### src/rtl/minirisc_bus_arbiter.sv
// Two-master arbiter for the MiniRISC data-memory bus. It grants one master at a time and muxes that master onto the slave bus.
// Build option: define MINIRISC_ARB_RR_EN for round-robin ties. Left undefined, M0 (the CPU) wins every tie.
module minirisc_bus_arbiter #(
  parameter int TIMEOUT_CYC = 0,
  parameter int CNT_W       = 8
) (
  input  logic       clk,
  input  logic       rst,
  input  logic       m0_bus_req,
  output logic       m0_bus_grant,
  input  logic [7:0] m0_mst2slv_addr,
  input  logic       m0_mst2slv_wr,
  input  logic       m0_mst2slv_rd,
  input  logic [7:0] m0_mst2slv_data,
  output logic [7:0] m0_slv2mst_data,
  input  logic       m1_bus_req,
  output logic       m1_bus_grant,
  input  logic [7:0] m1_mst2slv_addr,
  input  logic       m1_mst2slv_wr,
  input  logic       m1_mst2slv_rd,
  input  logic [7:0] m1_mst2slv_data,
  output logic [7:0] m1_slv2mst_data,
  output logic [7:0] s_mst2slv_addr,
  output logic       s_mst2slv_wr,
  output logic       s_mst2slv_rd,
  output logic [7:0] s_mst2slv_data,
  input  logic [7:0] s_slv2mst_data,
  output logic       bus_timeout,
  output logic [1:0] active_mst
);

  // Request/grant handshake: a master holds req high for its whole tenure. The grant is
  // registered and rises the cycle after req is sampled high. The master owns the slave
  // bus only while its grant is high. Dropping req releases the bus at the next edge.
  typedef enum logic [1:0] {
    ST_IDLE = 2'b00,
    ST_GNT0 = 2'b01,
    ST_GNT1 = 2'b10
  } state_t;

  localparam bit               LP_WD_EN    = (TIMEOUT_CYC != 0);
  localparam logic [CNT_W-1:0] LP_LAST_CNT = (TIMEOUT_CYC > 0) ? CNT_W'(TIMEOUT_CYC - 1) : '0;
  localparam logic [CNT_W-1:0] LP_CNT_MAX  = '1;

  state_t           r_state;
  state_t           w_state_nxt;
  logic [CNT_W-1:0] r_cnt;
  logic [1:0]       r_mask;
  logic             r_timeout;
  logic             w_req0_ok;
  logic             w_req1_ok;
  logic             w_pick1;
  logic             w_expire;
  logic             w_wd_release;

  assign w_req0_ok = m0_bus_req & ~r_mask[0];
  assign w_req1_ok = m1_bus_req & ~r_mask[1];
  assign w_expire  = LP_WD_EN && (r_cnt == LP_LAST_CNT);

`ifdef MINIRISC_ARB_RR_EN
  // r_last: 0 = M0 was granted most recently, 1 = M1.
  logic r_last;

  always_ff @(posedge clk) begin
    if (rst) begin
      r_last <= 1'b1;
    end else if (r_state == ST_IDLE && w_state_nxt == ST_GNT0) begin
      r_last <= 1'b0;
    end else if (r_state == ST_IDLE && w_state_nxt == ST_GNT1) begin
      r_last <= 1'b1;
    end
  end

  assign w_pick1 = ~r_last;
`else
  assign w_pick1 = 1'b0;
`endif

  always_comb begin
    w_state_nxt  = r_state;
    w_wd_release = 1'b0;
    case (r_state)
      ST_IDLE: begin
        if (w_req0_ok && w_req1_ok) w_state_nxt = w_pick1 ? ST_GNT1 : ST_GNT0;
        else if (w_req0_ok)         w_state_nxt = ST_GNT0;
        else if (w_req1_ok)         w_state_nxt = ST_GNT1;
      end
      ST_GNT0: begin
        if (!m0_bus_req) begin
          w_state_nxt = ST_IDLE;
        end else if (w_expire) begin
          w_state_nxt  = ST_IDLE;
          w_wd_release = 1'b1;
        end
      end
      ST_GNT1: begin
        if (!m1_bus_req) begin
          w_state_nxt = ST_IDLE;
        end else if (w_expire) begin
          w_state_nxt  = ST_IDLE;
          w_wd_release = 1'b1;
        end
      end
      default: w_state_nxt = ST_IDLE;
    endcase
  end

  always_ff @(posedge clk) begin
    if (rst) begin
      r_state   <= ST_IDLE;
      r_cnt     <= '0;
      r_mask    <= 2'b00;
      r_timeout <= 1'b0;
    end else begin
      r_state   <= w_state_nxt;
      r_timeout <= w_wd_release;
      // The counter is held at zero while idle, so every tenure starts counting from zero.
      if (r_state == ST_IDLE)        r_cnt <= '0;
      else if (r_cnt != LP_CNT_MAX)  r_cnt <= r_cnt + 1'b1;
      // A master released by the watchdog stays masked until it drops its request.
      r_mask[0] <= (r_mask[0] & m0_bus_req) | (w_wd_release & (r_state == ST_GNT0));
      r_mask[1] <= (r_mask[1] & m1_bus_req) | (w_wd_release & (r_state == ST_GNT1));
    end
  end

  assign m0_bus_grant    = (r_state == ST_GNT0);
  assign m1_bus_grant    = (r_state == ST_GNT1);
  assign active_mst      = {m1_bus_grant, m0_bus_grant};
  assign bus_timeout     = r_timeout;
  assign m0_slv2mst_data = s_slv2mst_data;
  assign m1_slv2mst_data = s_slv2mst_data;

  always_comb begin
    s_mst2slv_addr = 8'h00;
    s_mst2slv_wr   = 1'b0;
    s_mst2slv_rd   = 1'b0;
    s_mst2slv_data = 8'h00;
    case (r_state)
      ST_GNT0: begin
        s_mst2slv_addr = m0_mst2slv_addr;
        s_mst2slv_wr   = m0_mst2slv_wr;
        s_mst2slv_rd   = m0_mst2slv_rd;
        s_mst2slv_data = m0_mst2slv_data;
      end
      ST_GNT1: begin
        s_mst2slv_addr = m1_mst2slv_addr;
        s_mst2slv_wr   = m1_mst2slv_wr;
        s_mst2slv_rd   = m1_mst2slv_rd;
        s_mst2slv_data = m1_mst2slv_data;
      end
      default: ;
    endcase
  end

endmodule

### config.mk
export PLATFORM = sky130hd
export DESIGN_NAME = minirisc_bus_arbiter
export DESIGN_NICKNAME = d
export VERILOG_FILES = /design/src/rtl/minirisc_bus_arbiter.sv
export SDC_FILE = /design/constraint.sdc
export NUM_CORES = 1
export LEC_CHECK = 0
export BUFFER_PORTS_ARGS = -buffer_cell sky130_fd_sc_hd__buf_2
export CAP_MARGIN = 10
export CORE_MARGIN = 2
export CORE_UTILIZATION = 33
export DETAILED_ROUTE_END_ITERATION = 10
export PLACE_DENSITY = 0.9
export SLEW_MARGIN = 20
export SYNTH_ARGS = -nofsm -noshare
export SYNTH_HDL_FRONTEND = slang
export SYNTH_SLANG_ARGS = --single-unit
### constraint.sdc
create_clock -name clk -period 3.65 [get_ports clk]
set_clock_uncertainty 0.2 [all_clocks]
set_input_delay 0 -clock clk [delete_from_list [all_inputs] [get_ports clk]]
set_output_delay 0 -clock clk [all_outputs]
set_load 0.05 [all_outputs]
==> metrics.md <==
| Metric | Value |
|---|---|
| Antenna violations before repair | 0 |
| Total power | 311 uW |
| Crit share post-route | 0.590 |
| Die Y | a little under 50 um |
| Adder-cell share of the synthesized area | 0.0569 |
| YS warnings | 0 |
| FF+latch count, synth | 4 |
| Slowest cell on crit path | ha_1 |
| Initial DRC Count | 11 |
| Via density | ~4.8 |
| Tightest Hold Check Type | primary input to output port |
| RSZ-0062 raised after global routing | no |
| Final Util | 0.503 |
| Cell area after synthesis | 659 um2 |
| Post-synth top area share | 0.228 |
| Share of cells above drive strength 1 | 0.496 |
| Ant. Diodes | 0 |
| Wire per inst | approximately 12 um |
| Starting Density | 0.343 |
| Area of the multi-input gates | between 300 and 400 um2 |
| H-Tree Depth | 1 |
| Max-slew violations | 0 |
| Max IR drop VDD | 0.192 mV |
| Final global-route overflow total | 0 |
| Kind of critical path | flip-flop to output port |
| Via count | 776 |
| Synth Area in Compound Gates | 0.296 |
| Endpoints failing hold | 0 |
| Syn_nets | approximately 130 |
| Syn Area/Cell | between 7 and 8 um2 |
| Mux contribution to synthesized area | 0 |
| Fin Hold WS | 0.286 ns |
| Resize count post-CTS | 0 |
| DP HPWL | 1440 um |
| Design area | 966 um2 |
| Filler cells | 197 |
| First-pass GRT wire length | 2930 um |
| Netlist cell types | 21 |
| Largest net degree at the start of global routing | 23 |
| Buf+Inv Stages, Crit Path | 2 |
| RD Place Congestion | around 0.67 |
| Xor/xnor share of the synthesized area | 0 |
| Max Cap Viol | 0 |
| DRC | 0 |
| Row count | 16 |
| Status | completed |
| CTS buffer count | 3 |
| Full die area | 2370 um2 |
| CTS clk-pin slew, worst paths | roughly 0.04 ns |
| Largest stage delay on the critical path | 0.65 ns |
| Worst EP arrival | about 2.0 ns |
| Crit-path cells | inv_1 -> ha_1 -> a22oi_1 -> nor2b_1 -> buf_2 |
| Io pins | 87 |
| Leakage power | around 0.00049 uW |
| Post-DRT Antenna Nets | 0 |
| Setup-failing EPs final | 0 |
| Total GRT Usage | 0.154 |
| Post-layout nets | around 190 |
| CTS Root Cell | clkbuf_4 |
| Register area | 80.1 um2 |
| First-pass detailed-route iteration total | 4 |
| Required @ worst endpoint | 3.45 ns |
| CTS sink cnt | 4 |
| Synthesized instance count | 83 |
| Post-layout minimum cycle time | roughly 2.2 ns |
| Chip width | roughly 50 um |
| CTS tree | done |
| Post-Synth Simple-Gate Area | 0.243 |
| Detailed Route WL | 1970 um |
| Delay-heaviest family, CP | adder cells |
| Cell taking the most area after synthesis | buf_4 |
| Fmax | 465 MHz |
| Placed cell areas | around 800 um2 |
| Vias in the first global route | 730 |
| Area of the core | between 1500 and 2000 um2 |
| CP max FO | 22 |
| IO Port Bufs | just over 60 |
| Slew headroom | 0.342 |
| Setup crit end kind | output port |
| Synth top area cells | buf_4 (23%), a22oi_1 (22%), nor2b_1 (17%) |
| Bufs on Longest Clock Path | 2 |
| Sum Neg Setup Slack | 0 ns |
| Worst-margin pin slew | ~0.98 ns |
| Clock Latency Late Sink | 0.23 ns |
| PD cells | between 300 and 400 nW/um2 |
| Synth-to-Final Area Change | 46.5% |
| Seq/Total Area, Yosys | 0.121 |
| Startpoint Class | flip-flop |
| Largest family of logic cells by synthesized area | compound AO/OA/AOI/OAI gates |
## where the power goes
part | internal, uW | switching, uW | total (uW)
Sequential | 46.3 | 1.56 | 47.8
Combinational | 67.4 | 142 | 209
Clock | 36.7 | 17.1 | 53.8
Total | 150 | 160 | 311
## cell usage after synthesis
library cell,n
ha_1,3
buf_2,2
dfxtp_1,4
nor3_1,1
nand2b_1,1
o41ai_2,1
a211oi_2,1
nor2b_1,18
conb_1,1
inv_1,2
buf_6,1
a21boi_4,1
a22oi_1,19
and2_0,1
a21oi_1,1
buf_4,20
clkbuf_1,1
nor2_1,1
nand2_1,2
nor4bb_1,1
and3b_1,1
## cells by family after synthesis
logic type / after synthesis
buffers and inverters: 26
and+or+nand+nor: 26
AOI/OAI and AO/OA: 23
DFF: 4
adders and majority gates: 3
other: 1
## through the flow
| stage | cells | worst slack (ns) |
|---|---|---|
| 2_1_floorplan | 83 | 1.33 |
| 4_1_cts | 162 | 1.47 |
| 3_3_place_gp | 147 | 1.73 |
| 3_5_place_dp | 147 | 1.59 |
| 6_report | 162 | 1.50 |
| 5_1_grt | 162 | 1.32 |
## routing by layer
layer	GRT usage	vias to the layer above	routed length (um)
met2	0.308	57	1040
met1	0.146	341	681
met5	0	-	0
li1	-	376	-
met4	0.0429	0	6
met3	0.0494	2	249
## registers in the layout, summed over array words and instances, names as in the netlist
signal	cells
r_mask	2
r_state	2
## worst min-delay path, cell delays in order
cell and delay (ns):
buf_2 0.08, a22oi_1 0.05, nor2b_1 0.09, buf_2 0.26
## area by class of cell
class                           count  share of cell area
Clock buffer                        3              0.0233
Inverter                            2             0.00777
Multi-Input combinational cell     53               0.411
Sequential cell                     4              0.0829
Tap cell                           27              0.0350
Timing Repair Buffer               73               0.440
## layout by cell type, fill, tap and decap left out, drive strengths merged
cell type     n
a211oi        1
a21boi        1
a21oi         1
a22oi        19
and2          1
and3b         1
buf          61
clkbuf        3
conb          1
dfxtp         4
dlygate4sd3  12
ha            3
inv           2
nand2         2
nand2b        1
nor2          1
nor2b        18
nor3          1
nor4bb        1
o41ai         1
## path summary, 6_finish.rpt
check,startpoint,endpoint,slack [ns],cells past startpoint
worst max-delay path,r_state[1],s_mst2slv_addr[6],1.50,5
worst min-delay path,m1_mst2slv_addr[4],s_mst2slv_addr[4],0.29,4
worst max register to register,r_state[1],r_state[0],1.59,5
worst min register to register,r_mask[0],r_mask[0],0.32,1
## repair_timing
action | CTS | global route
endpoints found under the hold margin | 20 | 0
hold buffers | 12 | 0
setup buffers | 0 | 0
Power figures use the tool's default switching activity.
